==> config.mk <==
export PLATFORM = sky130hd
export DESIGN_NAME = sprite_renderer
export DESIGN_NICKNAME = d
export VERILOG_FILES = /design/src/rtl/sprite_renderer.sv
export SDC_FILE = /design/constraint.sdc
export NUM_CORES = 1
export LEC_CHECK = 0
export ABC_AREA = 1
export BUFFER_PORTS_ARGS = -buffer_cell sky130_fd_sc_hd__buf_2
export CORE_MARGIN = 2
export CORE_UTILIZATION = 55
export DETAILED_ROUTE_END_ITERATION = 12
export GPL_ROUTABILITY_DRIVEN = 0
export PLACE_DENSITY = 0.86
export SKIP_LAST_GASP = 1
export SYNTH_ARGS = -nofsm -noshare
export SYNTH_HDL_FRONTEND = slang
export SYNTH_SLANG_ARGS = --single-unit
==> constraint.sdc <==
create_clock -name clk_i -period 1.3 [get_ports clk_i]
set_input_delay 0.195 -clock clk_i [delete_from_list [all_inputs] [get_ports clk_i]]
set_output_delay 0.195 -clock clk_i [all_outputs]
set_load 0.01 [all_outputs]
==> src/rtl/sprite_renderer.sv <==
`default_nettype none
// ============================================================================
//  Module   : sprite_renderer
//  Summary  : Fetches one 8-bit sprite row per scanline from a bitmap ROM and
//             serialises it as a 16-pixel mirrored 1-bit pixel stream.
//  Revision : 1.0  initial release
// ============================================================================
module sprite_renderer #(
   parameter int HEIGHT = 16                      // sprite rows per frame, 1..16
) (
   input  logic       clk_i,
   input  logic       reset_i,
   input  logic       vstart_i,
   input  logic       load_i,
   input  logic       hstart_i,
   output logic [3:0] rom_addr_o,
   input  logic [7:0] rom_bits_i,
   output logic       gfx_o,
   output logic       in_progress_o
);

   // Row index at which a frame is finished.
   localparam logic [3:0] c_last_row = 4'(HEIGHT - 1);

   typedef enum logic [2:0] {
      S_WAIT_VSTART = 3'd0,
      S_WAIT_LOAD   = 3'd1,
      S_LOAD_SETUP  = 3'd2,
      S_LOAD_FETCH  = 3'd3,
      S_WAIT_HSTART = 3'd4,
      S_DRAW        = 3'd5
   } state_t;

   state_t     state_q,    state_d;
   logic [3:0] ycount_q,   ycount_d;
   logic [3:0] xcount_q,   xcount_d;
   logic [7:0] outbits_q,  outbits_d;
   logic [3:0] rom_addr_q, rom_addr_d;

   // State and datapath registers; reset overrides every strobe.
   always_ff @(posedge clk_i) begin
      if (reset_i) begin
         state_q    <= S_WAIT_VSTART;
         ycount_q   <= 4'd0;
         xcount_q   <= 4'd0;
         outbits_q  <= 8'd0;
         rom_addr_q <= 4'd0;
      end else begin
         state_q    <= state_d;
         ycount_q   <= ycount_d;
         xcount_q   <= xcount_d;
         outbits_q  <= outbits_d;
         rom_addr_q <= rom_addr_d;
      end
   end

   // Next-state logic: vstart resynchronises from any state, otherwise the
   // sequencer walks vstart -> (load -> fetch -> hstart -> 16 pixels) per row.
   always_comb begin
      state_d    = state_q;
      ycount_d   = ycount_q;
      xcount_d   = xcount_q;
      outbits_d  = outbits_q;
      rom_addr_d = rom_addr_q;

      if (vstart_i) begin
         ycount_d = 4'd0;
         xcount_d = 4'd0;
         state_d  = S_WAIT_LOAD;
      end else begin
         case (state_q)
            S_WAIT_VSTART: begin
               ycount_d = 4'd0;
            end
            S_WAIT_LOAD: begin
               xcount_d = 4'd0;
               if (load_i) begin
                  state_d = S_LOAD_SETUP;
               end
            end
            S_LOAD_SETUP: begin
               rom_addr_d = ycount_q;
               state_d    = S_LOAD_FETCH;
            end
            S_LOAD_FETCH: begin
               // ROM output is valid now, one cycle after the address moved.
               outbits_d = rom_bits_i;
               state_d   = S_WAIT_HSTART;
            end
            S_WAIT_HSTART: begin
               if (hstart_i) begin
                  state_d = S_DRAW;
               end
            end
            S_DRAW: begin
               xcount_d = xcount_q + 4'd1;
               if (xcount_q == 4'd15) begin
                  ycount_d = ycount_q + 4'd1;
                  state_d  = (ycount_q == c_last_row) ? S_WAIT_VSTART : S_WAIT_LOAD;
               end
            end
            default: begin
               state_d = S_WAIT_VSTART;
            end
         endcase
      end
   end

   // Pixel select: columns 0..7 take bits 0..7, columns 8..15 take bits 7..0,
   // so the low three index bits are inverted on the mirrored half.
   always_comb begin
      gfx_o = 1'b0;
      if (state_q == S_DRAW) begin
         gfx_o = xcount_q[3] ? outbits_q[~xcount_q[2:0]] : outbits_q[xcount_q[2:0]];
      end
   end

   assign in_progress_o = (state_q != S_WAIT_VSTART);
   assign rom_addr_o    = rom_addr_q;

endmodule
`default_nettype wire
# After elaboration in Yosys (flattened, before gate mapping)

Index checks and enable logic that the tools add are counted.

Register bits after elaboration: 23
Input port bits: 13
Output and inout bits: 6
Word-level logic and storage cells: 52

Add/subtract/negate cells: 2
Order comparisons: 2
Equal/unequal tests: 14
Muxes and demuxes: 15
Bitwise logic cells: 3
Reductions and logical operators: 10

Operator list:

| operator            | count |
|---|---|
| $pmux 3 s6          | 1 |
| $pmux 4 s2          | 2 |
| $mux 3              | 3 |
| $ne 3x3->1 const B  | 3 |
| $add 4x1->4 const B | 2 |
| $eq 4x4->1 const B  | 2 |
| $lt 3x4->1 const B  | 2 |
| $ne 2x2->1 const B  | 4 |
| $reduce_and 4->1    | 2 |
| $bmux 1 s3          | 2 |
| $eq 3x2->1 const B  | 2 |
| $eq 3x3->1 const B  | 2 |
| $mux 1              | 6 |
| $reduce_and 2->1    | 3 |
| $mux 4              | 1 |
| $reduce_bool 2->1   | 2 |
| $eq 3x1->1 const B  | 1 |
| $logic_not 3->1     | 1 |
| $not 3->3           | 1 |
| $reduce_bool 3->1   | 1 |
| $not 1->1           | 2 |
| $reduce_or 2->1     | 1 |

# Depth between registers and ports, before layout

Word-level depth: 5
Depth in mapped cells: 9
Mapped depth without buffers: 9

# Least setup slack after synthesis

No wires, ideal clock.

Path type: register -> output
From: reg xcount_q[0]
To: out gfx_o
Arrival: 1046 ps
Required time: 1105 ps
Path slack: 59 ps
Cell stages (with the launch flop): 10
Path buffers: 1
Path through: dfxtp_1 -> buf_2 -> inv_2 -> nand2_1 -> nand3_1 -> nand3_1 -> nand2_1 -> nand2_1 -> nand2_1 -> nor2_1

Longest elaborated chain between the ends: 5
Elaborated cells on any way between the ends: 7
Classes of those cells: mux (6); bitwise (1)

RTL lines:

| item                         | RTL line | text |
|---|---|---|
| from (decl)                  | 36       | `logic [3:0] xcount_q, xcount_d;` |
| from (signal assigned)       | 51       | `xcount_q <= xcount_d;` |
| $not 3->3                    | 114      | `gfx_o = xcount_q[3] ? outbits_q[~xcount_q[2:0]] : outbits_q[xcount_q[2:0]];` |
| $bmux 1 s3                   | 114      |  |
| $mux 1 (implied by the code) | 114      |  |
| $mux 1 *                     | 114      |  |
| $mux 1 *                     | 113      | `if (state_q == S_DRAW) begin` |
| to (decl)                    | 18       | `output logic gfx_o,` |

Every way passes the cells marked *; elsewhere a longest branch is shown, timed or not. The select of a mux whose other input is x is not followed.

# Worst setup path in the final report

Same ends and word-level chain as after synthesis.

==> impl_results.html <==
<table>
<tr><th>Metric</th><th>Value</th></tr>
<tr><th colspan="2">Timing</th></tr>
<tr><td>Max transition margin</td><td>0.753</td></tr>
<tr><td>Final Skew</td><td>0.00845 ns</td></tr>
<tr><td># setup viols final</td><td>8</td></tr>
<tr><td>Number of pins exceeding their max-slew limit in the final report</td><td>0</td></tr>
<tr><td>Fmax</td><td>623 MHz</td></tr>
<tr><td>Post-layout minimum cycle time</td><td>1.61 ns</td></tr>
<tr><td>Share of the clock period used by the worst path after layout</td><td>1.23</td></tr>
<tr><td>Number of hold violations in the final report</td><td>0</td></tr>
<tr><td>Unrepaired setup endpoints after global routing</td><td>true</td></tr>
<tr><td>Transition time of the tightest slew-check pin</td><td>0.369 ns</td></tr>
<tr><td>Summed negative setup slack over all endpoints</td><td>-1.80 ns</td></tr>
<tr><td>Post-route worst setup slack</td><td>-0.305 ns</td></tr>
<tr><th colspan="2">Layout</th></tr>
<tr><td>Antenna diode count</td><td>0</td></tr>
<tr><td>Final-stage net count</td><td>222</td></tr>
<tr><td>Proportion of layout cells with a drive suffix above 1</td><td>0.325</td></tr>
<tr><td>Number of fill cells in the layout</td><td>150</td></tr>
<tr><td>Area Growth Syn to Fin</td><td>24.6%</td></tr>
<tr><td>Final design utilization</td><td>0.743</td></tr>
<tr><th colspan="2">Synth</th></tr>
<tr><td>Count of flip-flops with a built-in enable after synthesis</td><td>0</td></tr>
<tr><td>Dominant cell by count in the synthesized netlist</td><td>sky130_fd_sc_hd__nand2_1</td></tr>
<tr><td>Post-synthesis average cell area</td><td>6.77 um2</td></tr>
<tr><td>Cell accounting for the most synthesized area</td><td>sky130_fd_sc_hd__dfxtp_1</td></tr>
<tr><td>Number of nets produced by synthesis</td><td>193</td></tr>
<tr><td>Cell types with the largest area share after synthesis</td><td>sky130_fd_sc_hd__dfxtp_1 (38%), sky130_fd_sc_hd__nand2_1 (11%), sky130_fd_sc_hd__a21oi_1 (8.3%)</td></tr>
<tr><td>Yosys warning count</td><td>0</td></tr>
<tr><td>Predominant post-synthesis flop cell</td><td>sky130_fd_sc_hd__dfxtp_1</td></tr>
<tr><td>Library cells used by synthesis</td><td>22</td></tr>
<tr><td>Post-synthesis instance total</td><td>178</td></tr>
<tr><td>Most numerous cell types in the synthesized netlist</td><td>sky130_fd_sc_hd__nand2_1 (36), sky130_fd_sc_hd__dfxtp_1 (23), sky130_fd_sc_hd__inv_1 (23)</td></tr>
<tr><td>Fraction of post-synthesis cell area in the top cell type by area</td><td>0.382</td></tr>
<tr><td>Fraction of registers with async set or reset after synthesis</td><td>0</td></tr>
<tr><td>Total of flip-flops plus latches after synthesis</td><td>23</td></tr>
<tr><td>Cell area after technology mapping</td><td>1200 um2</td></tr>
<tr><td>Sequential cell area fraction in the yosys report</td><td>0.382</td></tr>
<tr><th colspan="2">Global routing</th></tr>
<tr><td>Global-route wire length before repair</td><td>5090 um</td></tr>
<tr><td>Aggregate global routing overflow</td><td>0</td></tr>
<tr><td>Pin count of the biggest net entering global routing</td><td>17</td></tr>
<tr><td>Overall fraction of global-route tracks in use</td><td>0.262</td></tr>
<tr><td>Initial antenna violation count</td><td>0</td></tr>
<tr><td>Vias in the first global route</td><td>1148</td></tr>
<tr><th colspan="2">Worst setup path</th></tr>
<tr><td>Setup slack of the most critical reg-to-reg path</td><td>-0.25 ns</td></tr>
<tr><td>Critical-path top delay cell</td><td>sky130_fd_sc_hd__dfxtp_4</td></tr>
<tr><td>End of the critical path</td><td>gfx_o</td></tr>
<tr><td>Beginning of the worst register-to-register path</td><td>xcount_q[1]</td></tr>
<tr><td>Worst R2R Path Depth</td><td>9</td></tr>
<tr><td>Critical path buffers and inverters</td><td>2</td></tr>
<tr><td>Cells along the critical path</td><td>buf_6 -&gt; nand2_2 -&gt; nand3_2 -&gt; nand3_2 -&gt; nand2_1 -&gt; nand2_1 -&gt; nand2_1 -&gt; nor2_1 -&gt; buf_2</td></tr>
<tr><td>Crit Path Class</td><td>register to output port</td></tr>
<tr><td>Startpoint class of the critical path</td><td>register</td></tr>
<tr><td>Reg-to-reg critical path endpoint</td><td>state_q[2]</td></tr>
<tr><td>Depth of the critical timing path with buffers and inverters included</td><td>9</td></tr>
<tr><td>Source of the critical timing path</td><td>xcount_q[0]</td></tr>
<tr><td>WP data arrival</td><td>1.41 ns</td></tr>
<tr><td>Cell with the most instances on the worst path</td><td>sky130_fd_sc_hd__nand2_1</td></tr>
<tr><td>Delay contributed by the slowest stage of the critical path</td><td>0.39 ns</td></tr>
<tr><td>Required time at the endpoint of the critical path</td><td>1.11 ns</td></tr>
<tr><td>Max FO, Critical Path</td><td>8</td></tr>
<tr><td>Top cell family by delay on the critical path</td><td>simple AND/OR/NAND/NOR gates</td></tr>
<tr><td>CP endpoint kind</td><td>output port</td></tr>
<tr><th colspan="2">Min path</th></tr>
<tr><td>Type of the most critical hold path</td><td>primary input to register</td></tr>
<tr><th colspan="2">Detailed routing</th></tr>
<tr><td>Drt wl/cell</td><td>14.6 um</td></tr>
<tr><td>Number of vias after detailed routing</td><td>1332</td></tr>
<tr><td>M1 wire length</td><td>1310 um</td></tr>
<tr><td>Met2 WL post-DR</td><td>1700 um</td></tr>
<tr><td>Drt initial violations</td><td>69</td></tr>
<tr><td>Uppermost signal routing layer after detailed routing</td><td>met4</td></tr>
<tr><td>DRC violations left</td><td>0</td></tr>
<tr><td>Average via count per standard cell</td><td>5.72</td></tr>
<tr><td>Detailed Routing Iterations Pass 1</td><td>5</td></tr>
<tr><td>Number of nets still failing antenna checks after routing</td><td>0</td></tr>
<tr><td>WL final</td><td>3400 um</td></tr>
<tr><td>Total length of routed met3 wires</td><td>227 um</td></tr>
<tr><th colspan="2">Pwr</th></tr>
<tr><td>Fraction of power consumed by combinational cells</td><td>0.146</td></tr>
<tr><td>Switching pwr</td><td>343 uW</td></tr>
<tr><td>Clock network fraction of design power</td><td>0.271</td></tr>
<tr><td>Sw frac</td><td>0.276</td></tr>
<tr><td>Power density relative to cell area</td><td>828 nW/um2</td></tr>
<tr><td>Leakage Power</td><td>0.000694 uW</td></tr>
<tr><td>Cell Int Power</td><td>900 uW</td></tr>
<tr><td>Proportion of power drawn by flip-flops and latches</td><td>0.583</td></tr>
<tr><td>Overall power consumption</td><td>1240 uW</td></tr>
<tr><td>Worst VDD drop</td><td>0.853 mV</td></tr>
<tr><th colspan="2">CTS</th></tr>
<tr><td>Clock insertion delay at the later pin of the skew report</td><td>0.31 ns</td></tr>
<tr><td>Hold buffers post-CTS</td><td>0</td></tr>
<tr><td>CTS Buf Count</td><td>3</td></tr>
<tr><td>Cell at the root of the clock tree</td><td>sky130_fd_sc_hd__clkbuf_4</td></tr>
<tr><td>Clock-pin slew reported for the worst setup and hold paths after clock tree synthesis</td><td>0.13 ns</td></tr>
<tr><td>Clock tree from TritonCTS</td><td>done</td></tr>
<tr><td>Worst-case clock buffer depth</td><td>2</td></tr>
<tr><td>Sink count of the clock tree</td><td>23</td></tr>
<tr><td>Number of levels the H-tree was split into</td><td>1</td></tr>
<tr><th colspan="2">Placement</th></tr>
<tr><td>Post-Place Setup Slack</td><td>-0.0353 ns</td></tr>
<tr><td>HPWL after detailed placement</td><td>2140 um</td></tr>
<tr><td>Count of buffers inserted at the top-level ports</td><td>18</td></tr>
<tr><th colspan="2">Floorplanning</th></tr>
<tr><td>Effective utilization at floorplan</td><td>0.596</td></tr>
<tr><td>Die Area</td><td>2580 um2</td></tr>
<tr><td>Site row count</td><td>16</td></tr>
<tr><td>Ports placed on the boundary</td><td>19</td></tr>
<tr><td>Die height</td><td>50.8 um</td></tr>
<tr><td>Overall die width</td><td>50.8 um</td></tr>
<tr><td>Std-Cell Core Area</td><td>2020 um2</td></tr>
<tr><th colspan="2">Run</th></tr>
<tr><td>Count of max-cap constraint violations</td><td>0</td></tr>
<tr><th colspan="2">Run status</th></tr>
<tr><td>Failing checks</td><td>negative setup slack</td></tr>
<tr><td>Run status</td><td>complete, but fails checks</td></tr>
</table>
## worst reg2reg max path, stage by stage, from the launching register on
cell and delay (ns):
sky130_fd_sc_hd__dfxtp_2 0.37, sky130_fd_sc_hd__buf_4 0.11, sky130_fd_sc_hd__ha_1 0.18, sky130_fd_sc_hd__nand2_1 0.11, sky130_fd_sc_hd__nor2_1 0.21, sky130_fd_sc_hd__inv_1 0.08
sky130_fd_sc_hd__nand2_1 0.10, sky130_fd_sc_hd__nand3_2 0.11, sky130_fd_sc_hd__a21oi_1 0.15, sky130_fd_sc_hd__nor2_1 0.05
## layout make-up
type / instances / area, um2 / area share
multi-input cells: 120 / 659 / 0.439
repair buffers: 29 / 190 / 0.127
inverters: 30 / 120 / 0.0800
clock buffers: 3 / 22.5 / 0.0150
flip-flops and latches: 23 / 470 / 0.313
clock inverters: 1 / 5.00 / 0.00333
well taps: 27 / 33.8 / 0.0225
## how the worst min path moves through the flow
stage	from	to	slack (ns)	depth (start not counted)
floorplan	reset_i	state_q[0]	0.27	1
global placement	reset_i	state_q[0]	0.40	2
detailed placement	reset_i	state_q[0]	0.40	2
CTS	reset_i	state_q[0]	0.05	2
global route	reset_i	state_q[0]	0.06	2
finish	reset_i	state_q[0]	0.05	2
## per-layer routing
| layer | global-route usage | up-vias |
|---|---|---|
| met4 | 0.117 | 0 |
| li1 | - | 634 |
| met2 | 0.445 | 86 |
| met5 | 0 | - |
| met1 | 0.338 | 588 |
| met3 | 0.0208 | 24 |
## metrics by stage
step	cells	hold WS [ns]	cell area, um2
3_3_place_gp	224	0.402	1350
2_1_floorplan	178	0.267	1200
6_report	233	0.0466	1500
5_1_grt	233	0.0573	1500
3_5_place_dp	224	0.402	1350
4_1_cts	233	0.0533	1450
## sequential cells by signal (all words and copies together), names as in the netlist
signal,flops
rom_addr_o,4
ycount_q,4
xcount_q,4
state_q,3
outbits_q,8
## power groups by stage
| stage | Clock [uW] | Combinational [uW] | Sequential (uW) |
|---|---|---|---|
| 6_report | 337 | 182 | 724 |
| 5_1_grt | 360 | 200 | 725 |
| 4_1_cts | 340 | 173 | 726 |
| 3_5_place_dp | 0 | 149 | 741 |
| 3_3_place_gp | 0 | 143 | 740 |
| 2_1_floorplan | 0 | 103 | 741 |
## placed cells by master, fill, tap and decap left out
master and n:
sky130_fd_sc_hd__nor2_2 2, sky130_fd_sc_hd__nand3_2 8, sky130_fd_sc_hd__nand4_2 1, sky130_fd_sc_hd__nand2_1 32
sky130_fd_sc_hd__inv_4 3, sky130_fd_sc_hd__nor2_1 11, sky130_fd_sc_hd__dfxtp_4 2, sky130_fd_sc_hd__nand2_4 1
sky130_fd_sc_hd__nand3_1 9, sky130_fd_sc_hd__buf_4 8, sky130_fd_sc_hd__nor2_4 1, sky130_fd_sc_hd__nor4_2 1
sky130_fd_sc_hd__a211oi_1 1, sky130_fd_sc_hd__o21ai_0 9, sky130_fd_sc_hd__inv_2 5, sky130_fd_sc_hd__buf_6 4
sky130_fd_sc_hd__a21oi_1 20, sky130_fd_sc_hd__dfxtp_2 2, sky130_fd_sc_hd__o21ai_1 11, sky130_fd_sc_hd__a31oi_1 1
sky130_fd_sc_hd__nor2_8 1, sky130_fd_sc_hd__dfxtp_1 19, sky130_fd_sc_hd__nor3_1 2, sky130_fd_sc_hd__inv_1 22
sky130_fd_sc_hd__clkbuf_4 3, sky130_fd_sc_hd__clkinv_2 1, sky130_fd_sc_hd__ha_1 2, sky130_fd_sc_hd__buf_2 17
sky130_fd_sc_hd__nand2_2 7
## kinds of logic after synthesis
family,Yosys count,share of synthesized area
AND/OR/NAND/NOR,76,0.307
buffers and inverters,35,0.112
flip-flops,23,0.382
AO/OA/AOI/OAI,42,0.178
adder cells (fa/ha/maj),2,0.0208
## repair_timing
action | in CTS | in global routing
pin swaps | 1 | 12
setup buffers | 5 | 1
resized for setup | 13 | 15
endpoints found under the setup margin | 7 | 10
No activity file was read; power rests on OpenSTA's default activity.
